**config.mk**
```make
export PLATFORM = sky130hd
export DESIGN_NAME = stream_demux
export DESIGN_NICKNAME = d
export VERILOG_FILES = /design/src/rtl/stream_demux.sv
export SDC_FILE = /design/constraint.sdc
export NUM_CORES = 1
export LEC_CHECK = 0
export ABC_AREA = 0
export CAP_MARGIN = 20
export CORE_UTILIZATION = 41
export DETAILED_ROUTE_END_ITERATION = 8
export GPL_ROUTABILITY_DRIVEN = 0
export GPL_TIMING_DRIVEN = 0
export PLACE_DENSITY = 0.88
export SLEW_MARGIN = 0
export SYNTH_ARGS = -nofsm -noshare
export SYNTH_HDL_FRONTEND = slang
export SYNTH_SLANG_ARGS = --single-unit
```
**constraint.sdc**
```tcl
create_clock -name clk_i -period 1.4 [get_ports clk_i]
set_clock_uncertainty 0.05 [all_clocks]
set_input_delay 0.21 -clock clk_i [delete_from_list [all_inputs] [get_ports clk_i]]
set_output_delay 0.21 -clock clk_i [all_outputs]
set_load 0.02 [all_outputs]
```
**src/rtl/stream_demux.sv**
```systemverilog
// stream_demux: 1-to-NUM_OUT demultiplexer for valid/ready streams.
// Each output port owns one holding register, so an accepted beat appears
// on its port one cycle after acceptance and a stalled port only blocks
// beats addressed to it. Beats carrying an out-of-range select are
// accepted, dropped and flagged on err_o for one cycle.
// Optional build macro STREAM_DEMUX_CNT_EN adds cnt_o: one saturating
// 16-bit drain counter per output port.
module stream_demux #(
    parameter int NUM_OUT = 2,
    parameter int DATA_W  = 8,
    localparam int SEL_W  = $clog2(NUM_OUT)
) (
    input  logic                        clk_i,
    input  logic                        rst_i,
    input  logic                        in_valid_i,
    output logic                        in_ready_o,
    input  logic [SEL_W-1:0]            sel_i,
    input  logic [DATA_W-1:0]           in_data_i,
    output logic [NUM_OUT-1:0]          out_valid_o,
    input  logic [NUM_OUT-1:0]          out_ready_i,
    output logic [NUM_OUT*DATA_W-1:0]   out_data_o,
    output logic                        err_o
`ifdef STREAM_DEMUX_CNT_EN
    ,
    output logic [NUM_OUT*16-1:0]       cnt_o
`endif
);

    // NUM_OUT widened by one bit so it can be compared against any select
    // value, including the case where NUM_OUT is an exact power of two.
    localparam logic [SEL_W:0] NUM_OUT_W = (SEL_W+1)'(NUM_OUT);

    logic                      sel_legal;
    logic [NUM_OUT-1:0]        sel_hit;
    logic                      in_ready;
    logic                      accept;
    logic [NUM_OUT-1:0]        load;
    logic [NUM_OUT-1:0]        drain;

    logic [NUM_OUT-1:0]        vld_q;
    logic [NUM_OUT-1:0]        vld_d;
    logic [NUM_OUT*DATA_W-1:0] dat_q;
    logic [NUM_OUT*DATA_W-1:0] dat_d;
    logic                      err_q;
    logic                      err_d;

    // Decode the select and work out acceptance, loads and drains.
    always_comb begin
        sel_legal = ({1'b0, sel_i} < NUM_OUT_W);
        sel_hit   = '0;
        for (int k = 0; k < NUM_OUT; k++) begin
            sel_hit[k] = sel_legal && (sel_i == SEL_W'(k));
        end
        // An illegal select never waits: the beat is swallowed at once.
        // A legal select only waits on its own port being full and stalled.
        in_ready = !rst_i && (!sel_legal || |(sel_hit & (~vld_q | out_ready_i)));
        accept   = in_valid_i && in_ready;
        load     = sel_hit & {NUM_OUT{accept}};
        drain    = vld_q & out_ready_i;
    end

    // Next state of the per-port holding registers; a load overrides a drain.
    always_comb begin
        vld_d = vld_q;
        dat_d = dat_q;
        for (int k = 0; k < NUM_OUT; k++) begin
            if (load[k]) begin
                vld_d[k]                   = 1'b1;
                dat_d[k*DATA_W +: DATA_W]  = in_data_i;
            end else if (drain[k]) begin
                vld_d[k] = 1'b0;
            end
        end
        err_d = accept && !sel_legal;
    end

    // Holding registers and error pulse; reset empties every port.
    always_ff @(posedge clk_i) begin
        if (rst_i) begin
            vld_q <= '0;
            dat_q <= '0;
            err_q <= 1'b0;
        end else begin
            vld_q <= vld_d;
            dat_q <= dat_d;
            err_q <= err_d;
        end
    end

    assign in_ready_o  = in_ready;
    assign out_valid_o = vld_q;
    assign out_data_o  = dat_q;
    assign err_o       = err_q;

`ifdef STREAM_DEMUX_CNT_EN
    // Increment that sticks at all-ones instead of wrapping.
    function automatic logic [15:0] sat_inc16(input logic [15:0] v);
        return (v == 16'hFFFF) ? v : v + 16'd1;
    endfunction

    logic [NUM_OUT*16-1:0] cnt_q;
    logic [NUM_OUT*16-1:0] cnt_d;

    // Count one per drain on each port.
    always_comb begin
        cnt_d = cnt_q;
        for (int k = 0; k < NUM_OUT; k++) begin
            if (drain[k]) begin
                cnt_d[k*16 +: 16] = sat_inc16(cnt_q[k*16 +: 16]);
            end
        end
    end

    // Counter registers; reset wins over a simultaneous drain.
    always_ff @(posedge clk_i) begin
        if (rst_i) begin
            cnt_q <= '0;
        end else begin
            cnt_q <= cnt_d;
        end
    end

    assign cnt_o = cnt_q;
`endif

endmodule

```
# [Word-level counts from Yosys, hierarchy flattened]
# Index checks and enable logic that the tools add are counted.
[totals] latch_bits=0 romBits=0 ramBits=0 inputBits=14 wordCells=20 mem_count=0 regBits=18
[classes] magnitude_cmp=0 div_mod_pow=0 n_reduce_logical=6 n_bitwise=6 n_addsub=0 n_mux=4 shifts=0 n_eq_ne=0 mul=0
[ops] op="$and A2 B2 Y2" n=3
[ops] op="$mux W1" n=4
[ops] op="$reduce_bool A2 Y1" n=2
[ops] op="$logic_and A1 B1 Y1" n=2
[ops] op="$not A2 Y2" n=1
[ops] op="$or A2 B2 Y2" n=1
[ops] op="$reduce_or A2 Y1" n=1
[ops] op="$logic_not A1 Y1" n=1
[ops] op="$not A1 Y1" n=1

# [Longest topological paths before layout]
# Gate-level depths: netlist of run 1.
[logic_depth] depth_word=8 depth_mapped=5 depth_no_buf=3

# [Worst setup path before layout of run 1]
# OpenSTA, ideal clock, no wires.
[synth_timing] path_kind="register to output" startpoint="register vld_q[0] (netlist: out_valid_o[0])" endpoint="output in_ready_o" arrival_time_ns=1.136 path_buffers=0 path_stages_with_launch=4 setup_slack_ns=0.004 path_cell_list="dfxtp_1 nand2b_1 nor2_1 a211oi_1"
[synth_between] elab_chain_cells=5
[synth_lines] element="start, declared" line_no="40" text="logic [NUM_OUT-1:0] vld_q;"
[synth_lines] element="start signal, assigned" line_no="84" text="vld_q <= vld_d;"
[synth_lines] element="$not A2 Y2" line_no="56" text="in_ready = !rst_i && (!sel_legal || |(sel_hit & (~vld_q | out_ready_i)));"
[synth_lines] element="$or A2 B2 Y2" line_no="56"
[synth_lines] element="$and A2 B2 Y2" line_no="56"
[synth_lines] element="$reduce_or A2 Y1" line_no="56"
[synth_lines] element="$logic_and A1 B1 Y1" line_no="56"
[synth_lines] element="end, declared" line_no="16" text="output logic in_ready_o,"
# No other way between the ends.

# [Worst setup path in the final report of run 1]
[layout_timing] startpoint="input out_ready_i[0]" endpoint="output in_ready_o"
[layout_between] elab_chain_cells=4
[layout_lines] element="start, declared" line_no="20" text="input logic [NUM_OUT-1:0] out_ready_i,"
[layout_lines] element="$or A2 B2 Y2" line_no="56"
[layout_lines] element="$and A2 B2 Y2" line_no="56"
[layout_lines] element="$reduce_or A2 Y1" line_no="56"
[layout_lines] element="$logic_and A1 B1 Y1" line_no="56"
# No other way between the ends.

==> results by group, run 1 <==
Status
  • Outcome: complete, but fails checks
  • Failing checks: setup timing

Detailed routing
  • Drt drc: 0
  • Post-route ant nets: 0
  • DR WL/cell: 13.6 µm
  • Routed vias/inst: 4.95
  • 1st-iter DRT viols: 11
  • Routed via count: 698
  • Drt first pass iters: 4
  • Final wirelength: 1.92 mm

Power
  • Clk pwr share: 29.2%
  • Switching power: 281 µW
  • LEAKAGE: 0.000619 µW
  • PwrDens: 875 nW/µm²
  • Sequential Power Share: 50.3%
  • Max VDD drop: 0.000671 V
  • Int Pwr: 820 µW
  • Comb power frac: 20.5%
  • Sw Ratio: 25.5%
  • Tot Pwr: 1100 µW

Cells and area
  • Share of cells above drive strength 1: 26.7%
  • Fillers: 154
  • Area Growth Syn to Fin: 50.8%
  • Final nets: 131
  • Antenna cell count: 0
  • Number of cells in the finished layout apart from fillers: 141

Critical path
  • Critical path cell sequence: clkdlybuf4s50_1 > nand2b_4 > nor2_2 > a211oi_2 > buf_4
  • Worst Path Buf+Inv: 2
  • Reg2reg start: out_valid_o[1]$_SDFFE_PP0P_
  • Crit-path leading delay family: buffers and inverters
  • CP max-delay cell: clkdlybuf4s50_1
  • Crit path depth: 5
  • CP Launch Type: primary input
  • Slowest stage delay, CP: 0.46 ns
  • Critical Path Sink: in_ready_o
  • R2R cell count: 5
  • Crit path DAT: 1.15 ns
  • Max FO, Critical Path: 3
  • CP startpoint: out_ready_i[0]
  • Reg2reg setup slack: 0.18 ns
  • WS Path Type: in2out
  • CP required: 1.14 ns
  • Worst reg2reg endpoint: out_data_o[8]$_SDFFE_PP0P_
  • Worst setup EP type: primary output

Synthesis
  • Area leader, netlist: dfxtp_1
  • Cell Area, Synth: 835 µm²
  • Synth Warn #: 0
  • Synth unique cells: 17
  • Synth Register Bits: 18
  • Seq/Total Area, Yosys: 43.2%
  • Top post-synthesis cells by area: dfxtp_1 43%, mux2_4 14%, a31o_1 8.4%
  • Net Count, Synth: 91
  • Yosys top cell area share: 43.2%
  • Average size of a mapped cell: 10.8 µm²
  • Cell count after synthesis: 77

Clocking
  • TritonCTS buffer count: 3
  • Post-CTS Hold Buffers: 0
  • TritonCTS clock tree: built
  • H-Tree Depth: 1
  • Latest clock arrival within the worst-skew pair: 0.29 ns
  • Clock tree buffer depth: 2
  • CTS clk-pin slew, worst paths: 0.10 ns
  • TritonCTS Sinks: 18
  • Clock Tree Root: clkbuf_4

STA
  • Min Tclk post-route: 1.41 ns
  • RSZ-0062 raised after global routing: yes
  • Final setup vio count: 1
  • Hold WS: 0.269 ns
  • Worst setup slack after layout: -0.0117 ns
  • Share of the clock period used by the worst path: 101%
  • Max Freq: 0.708 GHz
  • Max-slew violations: 0
  • Final Hold Fails: 0

Global routing
  • Congestion Overflow GR: 0
  • Vias in the first global route: 655
  • First-pass GRT wire length: 2.93 mm
  • GRT Resource Usage Total: 19.7%
  • Pin count of the biggest net entering global routing: 11
  • Initial antenna violation count: 0

Floorplan
  • Die Span X: 47.1 µm
  • Die ar.: 2220 µm²
  • Total core area: 1820 µm²
  • Starting Density: 45.8%
  • Ports: 34
  • # rows: 15
  • Die Y-Extent: 47.1 µm

Worst hold path
  • Hold Crit Start: rst_i
  • HP Class: in2reg

Placed design
  • Cell total after placement: 134
  • Port Buffers: 32
  • Pre-CTS WS: -0.658 ns
  • Hpwl dp: 1.36 mm

Job
  • Max Cap Viol: 0
[registers in the layout, summed over array words and instances, names as in the netlist]
name / count
out_valid_o: 2
out_data_o: 16
[power groups by stage]
stage | logic (µW) | registers, µW | clock network, µW
floorplan | 88.4 | 598 | 0
global placement | 231 | 565 | 0
detailed placement | 236 | 565 | 0
CTS | 219 | 554 | 327
global route | 243 | 557 | 345
finish | 226 | 554 | 322
[repair_timing]
item                       in CTS  in global routing
hold endpoints to repair        0                  0
pin swaps                       0                  1
setup endpoints to repair      19                  8
gates resized for setup        26                 11
setup buffers                   0                  3
[routing by layer]
layer  GRT usage (%)  part of all wire, %  routed length [µm]  up-vias
li1                -                    -                   -      338
met1            22.2                   41                 780      335
met2            32.8                   52                1010       23
met3            7.31                  5.8                 111        2
met4            9.71                 0.99                  19        0
met5               0                    0                   0        -
[metrics by stage]
step | setup TNS, ns | cell area (µm²) | util [%]
after floorplan | 0 | 835 | -
after global placement | -4.23 | 1190 | 65.2
after detailed placement | -4.71 | 1190 | 65.2
after CTS | -0.116 | 1210 | 66.3
after global routing | -0.0596 | 1260 | 69.1
final | -0.0117 | 1260 | 69.1
[synthesized netlist by cell type]
master	number
nor2_1	3
nor2b_1	9
mux2_4	8
a211oi_1	1
buf_4	1
a31o_1	8
a21oi_1	8
nor3b_4	1
buf_2	2
buf_6	3
conb_1	1
a21oi_2	1
and3b_1	1
nand2_4	1
clkbuf_1	1
dfxtp_1	18
nand2b_1	10
[how the worst min path moves through the flow]
stage                                  end  slack [ns]  cells past startpoint
6_report       out_valid_o[0]$_SDFFE_PP0P_        0.27                      3
5_1_grt        out_valid_o[0]$_SDFFE_PP0P_        0.29                      3
4_1_cts        out_valid_o[0]$_SDFFE_PP0P_        0.48                      2
3_5_place_dp   out_valid_o[0]$_SDFFE_PP0P_        0.54                      2
3_3_place_gp   out_valid_o[0]$_SDFFE_PP0P_        0.53                      2
2_1_floorplan   out_data_o[9]$_SDFFE_PP0P_        0.29                      1
[layout make-up]
cell class | instances | area (µm²) | share of cell area (%)
clock buffers | 4 | 36.3 | 2.88
plain buffers | 7 | 62.6 | 4.97
multi-input cells | 52 | 442 | 35.1
well taps | 25 | 31.3 | 2.49
repair buffers | 35 | 325 | 25.8
flip-flops and latches | 18 | 362 | 28.7
[worst register-to-register path: stages (launching register included)]
cell	delay (ns)
dfxtp_2	0.34
nand2b_1	0.05
buf_2	0.16
buf_2	0.24
a21oi_1	0.10
a31o_1	0.18
[layout by cell type (no fill, tap or decap)]
master / Yosys / final
dfxtp_1: 18 / 17
nor2b_1: 9 / 8
and3b_1: 1 / 1
dfxtp_2: 0 / 1
dlygate4sd2_1: 0 / 18
clkbuf_4: 0 / 3
a211oi_2: 0 / 1
clkbuf_8: 0 / 1
dlymetal6s2s_1: 0 / 3
mux2_4: 8 / 8
conb_1: 1 / 1
clkdlybuf4s50_1: 0 / 10
nand2_4: 1 / 1
nand2b_1: 10 / 9
a31o_1: 8 / 8
buf_2: 2 / 2
a21oi_2: 1 / 1
nor2b_4: 0 / 1
nor3b_4: 1 / 1
nor2_2: 0 / 1
nor2_1: 3 / 2
a21oi_1: 8 / 8
buf_4: 1 / 5
buf_6: 3 / 4
nand2b_4: 0 / 1
[kinds of logic (layout without fill, tap and decap cells)]
family	Yosys count	after routing	share of synthesized area [%]
and+or+nand+nor	25	25	20.2
AOI/OAI and AO/OA	18	18	15.1
DFF	18	18	43.2
muxes	8	8	14.4
buffers and inverters	7	46	6.60
other	1	1	0.449
No activity file was read; power rests on OpenSTA's default activity.
==> inputs of run 2 (changes only) <==
- CORE_MARGIN: unset -> 5
==> results by group, run 2 (synthesis results as in run 1) <==
Status
  • Outcome: complete, but fails checks (unchanged)
  • Failing checks: setup timing (unchanged)

Clocking
  • CTS clk-pin slew, worst paths: 0.10 ns (about the same)
  • TritonCTS clock tree: built (unchanged)
  • TritonCTS Sinks: 18 (unchanged)
  • Post-CTS Hold Buffers: 0 (unchanged)
  • H-Tree Depth: 1 (unchanged)
  • Clock tree buffer depth: 2 (unchanged)
  • Clock Tree Root: clkbuf_4 (unchanged)
  • TritonCTS buffer count: 3 (unchanged)
  • Latest clock arrival within the worst-skew pair: 0.29 ns (about the same)

Cells and area
  • Most frequent cells in the layout: 19 x dlygate4sd2_1, 17 x dfxtp_1, 10 x clkdlybuf4s50_1, 9 x nand2b_1 (was 18 x dlygate4sd2_1, 17 x dfxtp_1, 10 x clkdlybuf4s50_1, 9 x nand2b_1)
  • Number of cells in the finished layout apart from fillers: 141 (unchanged)
  • Final nets: 130 (was 131)
  • Share of cells above drive strength 1: 24.6% (was 26.7%)
  • Number of flip-flops in the largest register: 16 (unchanged)
  • Antenna cell count: 0 (unchanged)
  • Final Cell Area: 1240 µm² (was 1260 µm²)
  • Fillers: 176 (was 154)
  • Final Core Density: 63.7% (was 69.1%)
  • Area Growth Syn to Fin: 48.1% (was 50.8%)
  • Commonest non-fill, non-tap cell in the layout: dlygate4sd2_1 (unchanged)

Job
  • Max Cap Viol: 0 (unchanged)

Power
  • Clk pwr share: 24.7% (was 29.2%)
  • LEAKAGE: 0.000601 µW (was 0.000619 µW)
  • Tot Pwr: 1030 µW (was 1100 µW)
  • Comb power frac: 21.8% (was 20.5%)
  • Sequential Power Share: 53.5% (was 50.3%)
  • Int Pwr: 761 µW (was 820 µW)
  • PwrDens: 834 nW/µm² (was 875 nW/µm²)
  • Max VDD drop: 0.000582 V (was 0.000671 V)
  • Sw Ratio: 26.3% (was 25.5%)
  • Switching power: 271 µW (was 281 µW)

STA
  • Final setup vio count: 1 (unchanged)
  • Share of the clock period used by the worst path: 101% (about the same)
  • Worst setup slack after layout: -0.0144 ns (was -0.0117 ns)
  • Max-slew violations: 0 (unchanged)
  • Final Hold Fails: 0 (unchanged)
  • RSZ-0062 raised after global routing: yes (unchanged)
  • Min Tclk post-route: 1.41 ns (about the same)
  • Max Freq: 0.707 GHz (was 0.708 GHz)

Placed design
  • Post-place instance area: 1190 µm² (about the same)
  • Cell total after placement: 136 (was 134)
  • Pre-CTS WS: -0.683 ns (was -0.658 ns)
  • Port Buffers: 32 (unchanged)
  • Hpwl dp: 1.39 mm (was 1.36 mm)

Floorplan
  • Ports: 34 (unchanged)
  • Die Span X: 55.1 µm (was 47.1 µm)
  • Total core area: 1940 µm² (was 1820 µm²)
  • Die ar.: 3040 µm² (was 2220 µm²)
  • Starting Density: 43.0% (was 45.8%)
  • Die Y-Extent: 55.1 µm (was 47.1 µm)
  • # rows: 16 (was 15)

Global routing
  • First-pass GRT wire length: 3.00 mm (was 2.93 mm)
  • Pin count of the biggest net entering global routing: 11 (unchanged)
  • Congestion Overflow GR: 0 (unchanged)
  • GRT Resource Usage Total: 14.3% (was 19.7%)
  • Vias in the first global route: 660 (was 655)
  • Initial antenna violation count: 0 (unchanged)

Detailed routing
  • Drt drc: 0 (unchanged)
  • Post-route ant nets: 0 (unchanged)
  • Drt first pass iters: 3 (was 4)
  • 1st-iter DRT viols: 6 (was 11)
  • DR WL/cell: 13.9 µm (was 13.6 µm)
  • Final wirelength: 1.96 mm (was 1.92 mm)
  • Routed vias/inst: 4.83 (was 4.95)
  • Routed via count: 681 (was 698)

Critical path
  • Crit path DAT: 1.15 ns (about the same)
  • WS Path Type: in2out (unchanged)
  • CP Launch Type: primary input (unchanged)
  • Worst setup EP type: primary output (unchanged)
  • Worst Path Buf+Inv: 2 (unchanged)
  • CP max-delay cell: clkdlybuf4s50_1 (unchanged)
  • Max FO, Critical Path: 2 (was 3)
  • CP required: 1.14 ns (about the same)
  • Slowest stage delay, CP: 0.46 ns (about the same)
  • Crit-path leading delay family: buffers and inverters (unchanged)
  • Critical path cell sequence: clkdlybuf4s50_1 > nand2b_4 > nor2_1 > a211oi_2 > buf_4 (was clkdlybuf4s50_1 > nand2b_4 > nor2_2 > a211oi_2 > buf_4)

Worst hold path
  • HP Class: in2reg (unchanged)
## run 2: changes by cell type in the layout (fill, tap and decap cells not counted), sizes merged
cell	previous run	this run
dlygate4sd2	18	19
dlymetal6s2s	3	2
buf	11	9
## run 2: power by group through the flow
stage	combinational [µW]	sequential (µW)	clock [µW]
2_1_floorplan	88.4	598	0
3_3_place_gp	233	564	0
3_5_place_dp	238	564	0
4_1_cts	221	552	265
5_1_grt	240	556	288
6_report	224	552	255
## run 2: final cells by class
| class | count | area [µm²] | share of cell area, % |
|---|---|---|---|
| multi-input cells | 52 | 439 | 35.5 |
| clock buffers | 3 | 22.5 | 1.82 |
| repair buffers | 34 | 314 | 25.4 |
| plain buffers | 7 | 65.1 | 5.26 |
| well taps | 27 | 33.8 | 2.73 |
| flip-flops and latches | 18 | 362 | 29.3 |
## run 2: worst paths after layout
path                            depth (start not counted)  slack, ns                           to                   startpoint
worst min register to register                          3       0.56  out_data_o[12]$_SDFFE_PP0P_  out_data_o[12]$_SDFFE_PP0P_
worst max register to register                          5       0.18   out_data_o[8]$_SDFFE_PP0P_  out_valid_o[1]$_SDFFE_PP0P_
worst max-delay path                                    5      -0.01                   in_ready_o               out_ready_i[0]
worst min-delay path                                    3       0.31  out_valid_o[1]$_SDFFE_PP0P_                        rst_i
## run 2: stage by stage
| step | hold slack, ns | TNS (ns) |
|---|---|---|
| after global placement | 0.527 | -4.27 |
| after floorplan | 0.294 | 0 |
| final | 0.314 | -0.0144 |
| after CTS | 0.479 | -0.0950 |
| after detailed placement | 0.533 | -4.80 |
| after global routing | 0.335 | -0.0535 |
## run 2: worst min-delay path: stages
cell and delay (ns):
dlymetal6s2s_1 0.16, clkbuf_8 0.21, nor2_1 0.05
## run 2: what timing repair did
item / CTS / global route
gates resized for setup: 28 / 7
pin swaps: 0 / 1
setup endpoints to repair: 19 / 9
setup buffers: 0 / 2
gates cloned: 0 / 0
## run 2: layer usage
metal,global-route usage (%),up-vias,routed length (µm),share of wire (%)
met3,4.83,3,153,7.8
met1,16.9,319,779,40
li1,-,335,-,-
met4,6.07,0,21,1.1
met2,23.6,24,1010,51
met5,0,-,0,0
==> inputs of run 3 (changes only) <==
- PLACE_DENSITY: 0.88 -> 0.79
- SKIP_CTS_REPAIR_TIMING: unset -> 1
==> results by group, run 3 (synthesis results as in run 1) <==
Global routing
  • Vias in the first global route: 673 (was 660)
  • Initial antenna violation count: 0 (unchanged)
  • First-pass GRT wire length: 3.09 mm (was 3.00 mm)
  • Congestion Overflow GR: 0 (unchanged)
  • GRT Resource Usage Total: 15.0% (was 14.3%)
  • Pin count of the biggest net entering global routing: 11 (unchanged)

Detailed routing
  • Drt drc: 0 (unchanged)
  • 1st-iter DRT viols: 7 (was 6)
  • Routed vias/inst: 4.89 (was 4.83)
  • Final wirelength: 2.09 mm (was 1.96 mm)
  • Drt first pass iters: 4 (was 3)
  • Post-route ant nets: 0 (unchanged)
  • Routed via count: 684 (was 681)
  • DR WL/cell: 14.9 µm (was 13.9 µm)

Power
  • Clk pwr share: 30.1% (was 24.7%)
  • Sw Ratio: 26.2% (was 26.3%)
  • Max VDD drop: 0.000629 V (was 0.000582 V)
  • Int Pwr: 828 µW (was 761 µW)
  • LEAKAGE: 0.000811 µW (was 0.000601 µW)
  • PwrDens: 880 nW/µm² (was 834 nW/µm²)
  • Comb power frac: 20.7% (was 21.8%)
  • Switching power: 295 µW (was 271 µW)
  • Sequential Power Share: 49.2% (was 53.5%)

Cells and area
  • Fillers: 174 (was 176)
  • Final nets: 128 (was 130)
  • Area Growth Syn to Fin: 52.9% (was 48.1%)
  • Commonest non-fill, non-tap cell in the layout: dlymetal6s2s_1 (was dlygate4sd2_1)
  • Share of cells above drive strength 1: 21.2% (was 24.6%)
  • Antenna cell count: 0 (unchanged)
  • Reg area: 360 µm² (was 362 µm²)
  • Number of flip-flops in the largest register: 16 (unchanged)
  • Final Cell Area: 1280 µm² (was 1240 µm²)
  • Most frequent cells in the layout: 19 x dlymetal6s2s_1, 18 x dfxtp_1, 12 x clkdlybuf4s50_1, 9 x nor2b_1, 9 x nand2b_1 (was 19 x dlygate4sd2_1, 17 x dfxtp_1, 10 x clkdlybuf4s50_1, 9 x nand2b_1)
  • Final Core Density: 65.7% (was 63.7%)
  • Multi-input logic area: 427 µm² (was 439 µm²)

STA
  • Worst setup slack after layout: -0.0922 ns (was -0.0144 ns)
  • Setup tns final: -0.0922 ns (was -0.0144 ns)
  • Final Hold Fails: 0 (unchanged)
  • Min Tclk post-route: 1.49 ns (was 1.41 ns)
  • RSZ-0062 raised after global routing: yes (unchanged)
  • Max Freq: 0.670 GHz (was 0.707 GHz)
  • Final setup vio count: 1 (unchanged)
  • Max-slew violations: 0 (unchanged)
  • Share of the clock period used by the worst path: 107% (was 101%)

Critical path
  • Max FO, Critical Path: 3 (was 2)
  • Slowest stage delay, CP: 0.45 ns (was 0.46 ns)
  • Worst Path Buf+Inv: 2 (unchanged)
  • Reg2reg setup slack: 0.17 ns (was 0.18 ns)
  • CP max-delay cell: clkdlybuf4s50_1 (unchanged)
  • Crit path DAT: 1.23 ns (was 1.15 ns)
  • Worst reg2reg endpoint: out_data_o[8]$_SDFFE_PP0P_ (unchanged)
  • Crit-path leading delay family: buffers and inverters (unchanged)
  • Worst setup EP type: primary output (unchanged)
  • R2R cell count: 5 (unchanged)
  • Reg2reg start: out_valid_o[1]$_SDFFE_PP0P_ (unchanged)
  • Critical path cell sequence: clkdlybuf4s50_1 > nand2b_4 > nor2_1 > a211oi_1 > buf_2 (was clkdlybuf4s50_1 > nand2b_4 > nor2_1 > a211oi_2 > buf_4)
  • CP required: 1.14 ns (about the same)
  • WS Path Type: in2out (unchanged)
  • CP Launch Type: primary input (unchanged)

Placed design
  • Pre-CTS WS: -0.662 ns (was -0.683 ns)
  • Port Buffers: 32 (unchanged)
  • Post-place instance area: 1190 µm² (unchanged)
  • Hpwl dp: 1.42 mm (was 1.39 mm)

Floorplan
  • Ports: 34 (unchanged)
  • Die Y-Extent: 55.1 µm (unchanged)
  • Die Span X: 55.1 µm (unchanged)
  • Die ar.: 3040 µm² (unchanged)
  • Total core area: 1940 µm² (unchanged)
  • Starting Density: 43.0% (unchanged)
  • # rows: 16 (unchanged)

Clocking
  • Clock Tree Root: clkbuf_4 (unchanged)
  • TritonCTS Sinks: 18 (unchanged)
  • TritonCTS buffer count: 3 (unchanged)
  • H-Tree Depth: 1 (unchanged)
  • Latest clock arrival within the worst-skew pair: 0.30 ns (was 0.29 ns)
  • Clock tree buffer depth: 2 (unchanged)
  • TritonCTS clock tree: built (unchanged)
  • CTS clk-pin slew, worst paths: 0.10 ns (about the same)

Worst hold path
  • HP Class: in2reg (unchanged)
  • Hold Crit Start: sel_i (was rst_i)
  • Hold path endpoint: out_valid_o[0]$_SDFFE_PP0P_ (was out_valid_o[1]$_SDFFE_PP0P_)
  • Hold depth: 4 (was 3)

Status
  • Outcome: complete, but fails checks (unchanged)
  • Failing checks: setup timing (unchanged)

Job
  • Max Cap Viol: 0 (unchanged)
## run 3: cell count changes in the layout (fill, tap and decap cells not counted), sizes merged
cell and change:
dlygate4sd2 -19, dlymetal6s2s +17, clkdlybuf4s50 +2, buf -1
## run 3: layout make-up
cell class | count | area share (%)
clock buffers | 4 | 2.84
plain buffers | 7 | 4.41
multi-input cells | 52 | 33.4
well taps | 27 | 2.65
flip-flops and latches | 18 | 28.2
repair buffers | 32 | 28.4
## run 3: power groups by stage
stage	registers (µW)	logic [µW]	clock network, µW
global placement	564	234	0
global route	557	247	367
finish	553	232	338
floorplan	598	88.4	0
CTS	554	239	335
detailed placement	565	238	0
## run 3: through the flow
stage | std cells | total power, µW | hold WS [ns]
after global routing | 140 | 1170 | 0.452
after CTS | 140 | 1130 | 0.491
after global placement | 136 | 798 | 0.515
final | 140 | 1120 | 0.423
after floorplan | 77 | 687 | 0.294
after detailed placement | 136 | 803 | 0.546
## run 3: worst max-delay path by stage
stage | to | slack, ns | depth (start not counted) | start
after detailed placement | in_ready_o | -0.66 | 4 | rst_i
after floorplan | in_ready_o | 0.004 | 3 | out_valid_o[0]$_SDFFE_PP0P_
after global placement | in_ready_o | -0.65 | 4 | rst_i
after CTS | in_ready_o | -0.66 | 4 | rst_i
final | in_ready_o | -0.09 | 5 | out_ready_i[0]
after global routing | in_ready_o | -0.17 | 4 | rst_i
## run 3: metal layers
layer / GRT usage [%] / wire, µm / vias to the layer above
li1: - / - / 334
met1: 17.1 / 885 / 325
met2: 23.8 / 1010 / 21
met3: 4.29 / 139 / 4
met4: 10.9 / 52 / 0
met5: 0 / 0 / -
## run 3: worst reg2reg max path, stage by stage, from the launching register on
cell	delay (ns)
dfxtp_1	0.33
nand2b_1	0.07
buf_2	0.18
buf_2	0.24
a21oi_1	0.09
a31o_1	0.18
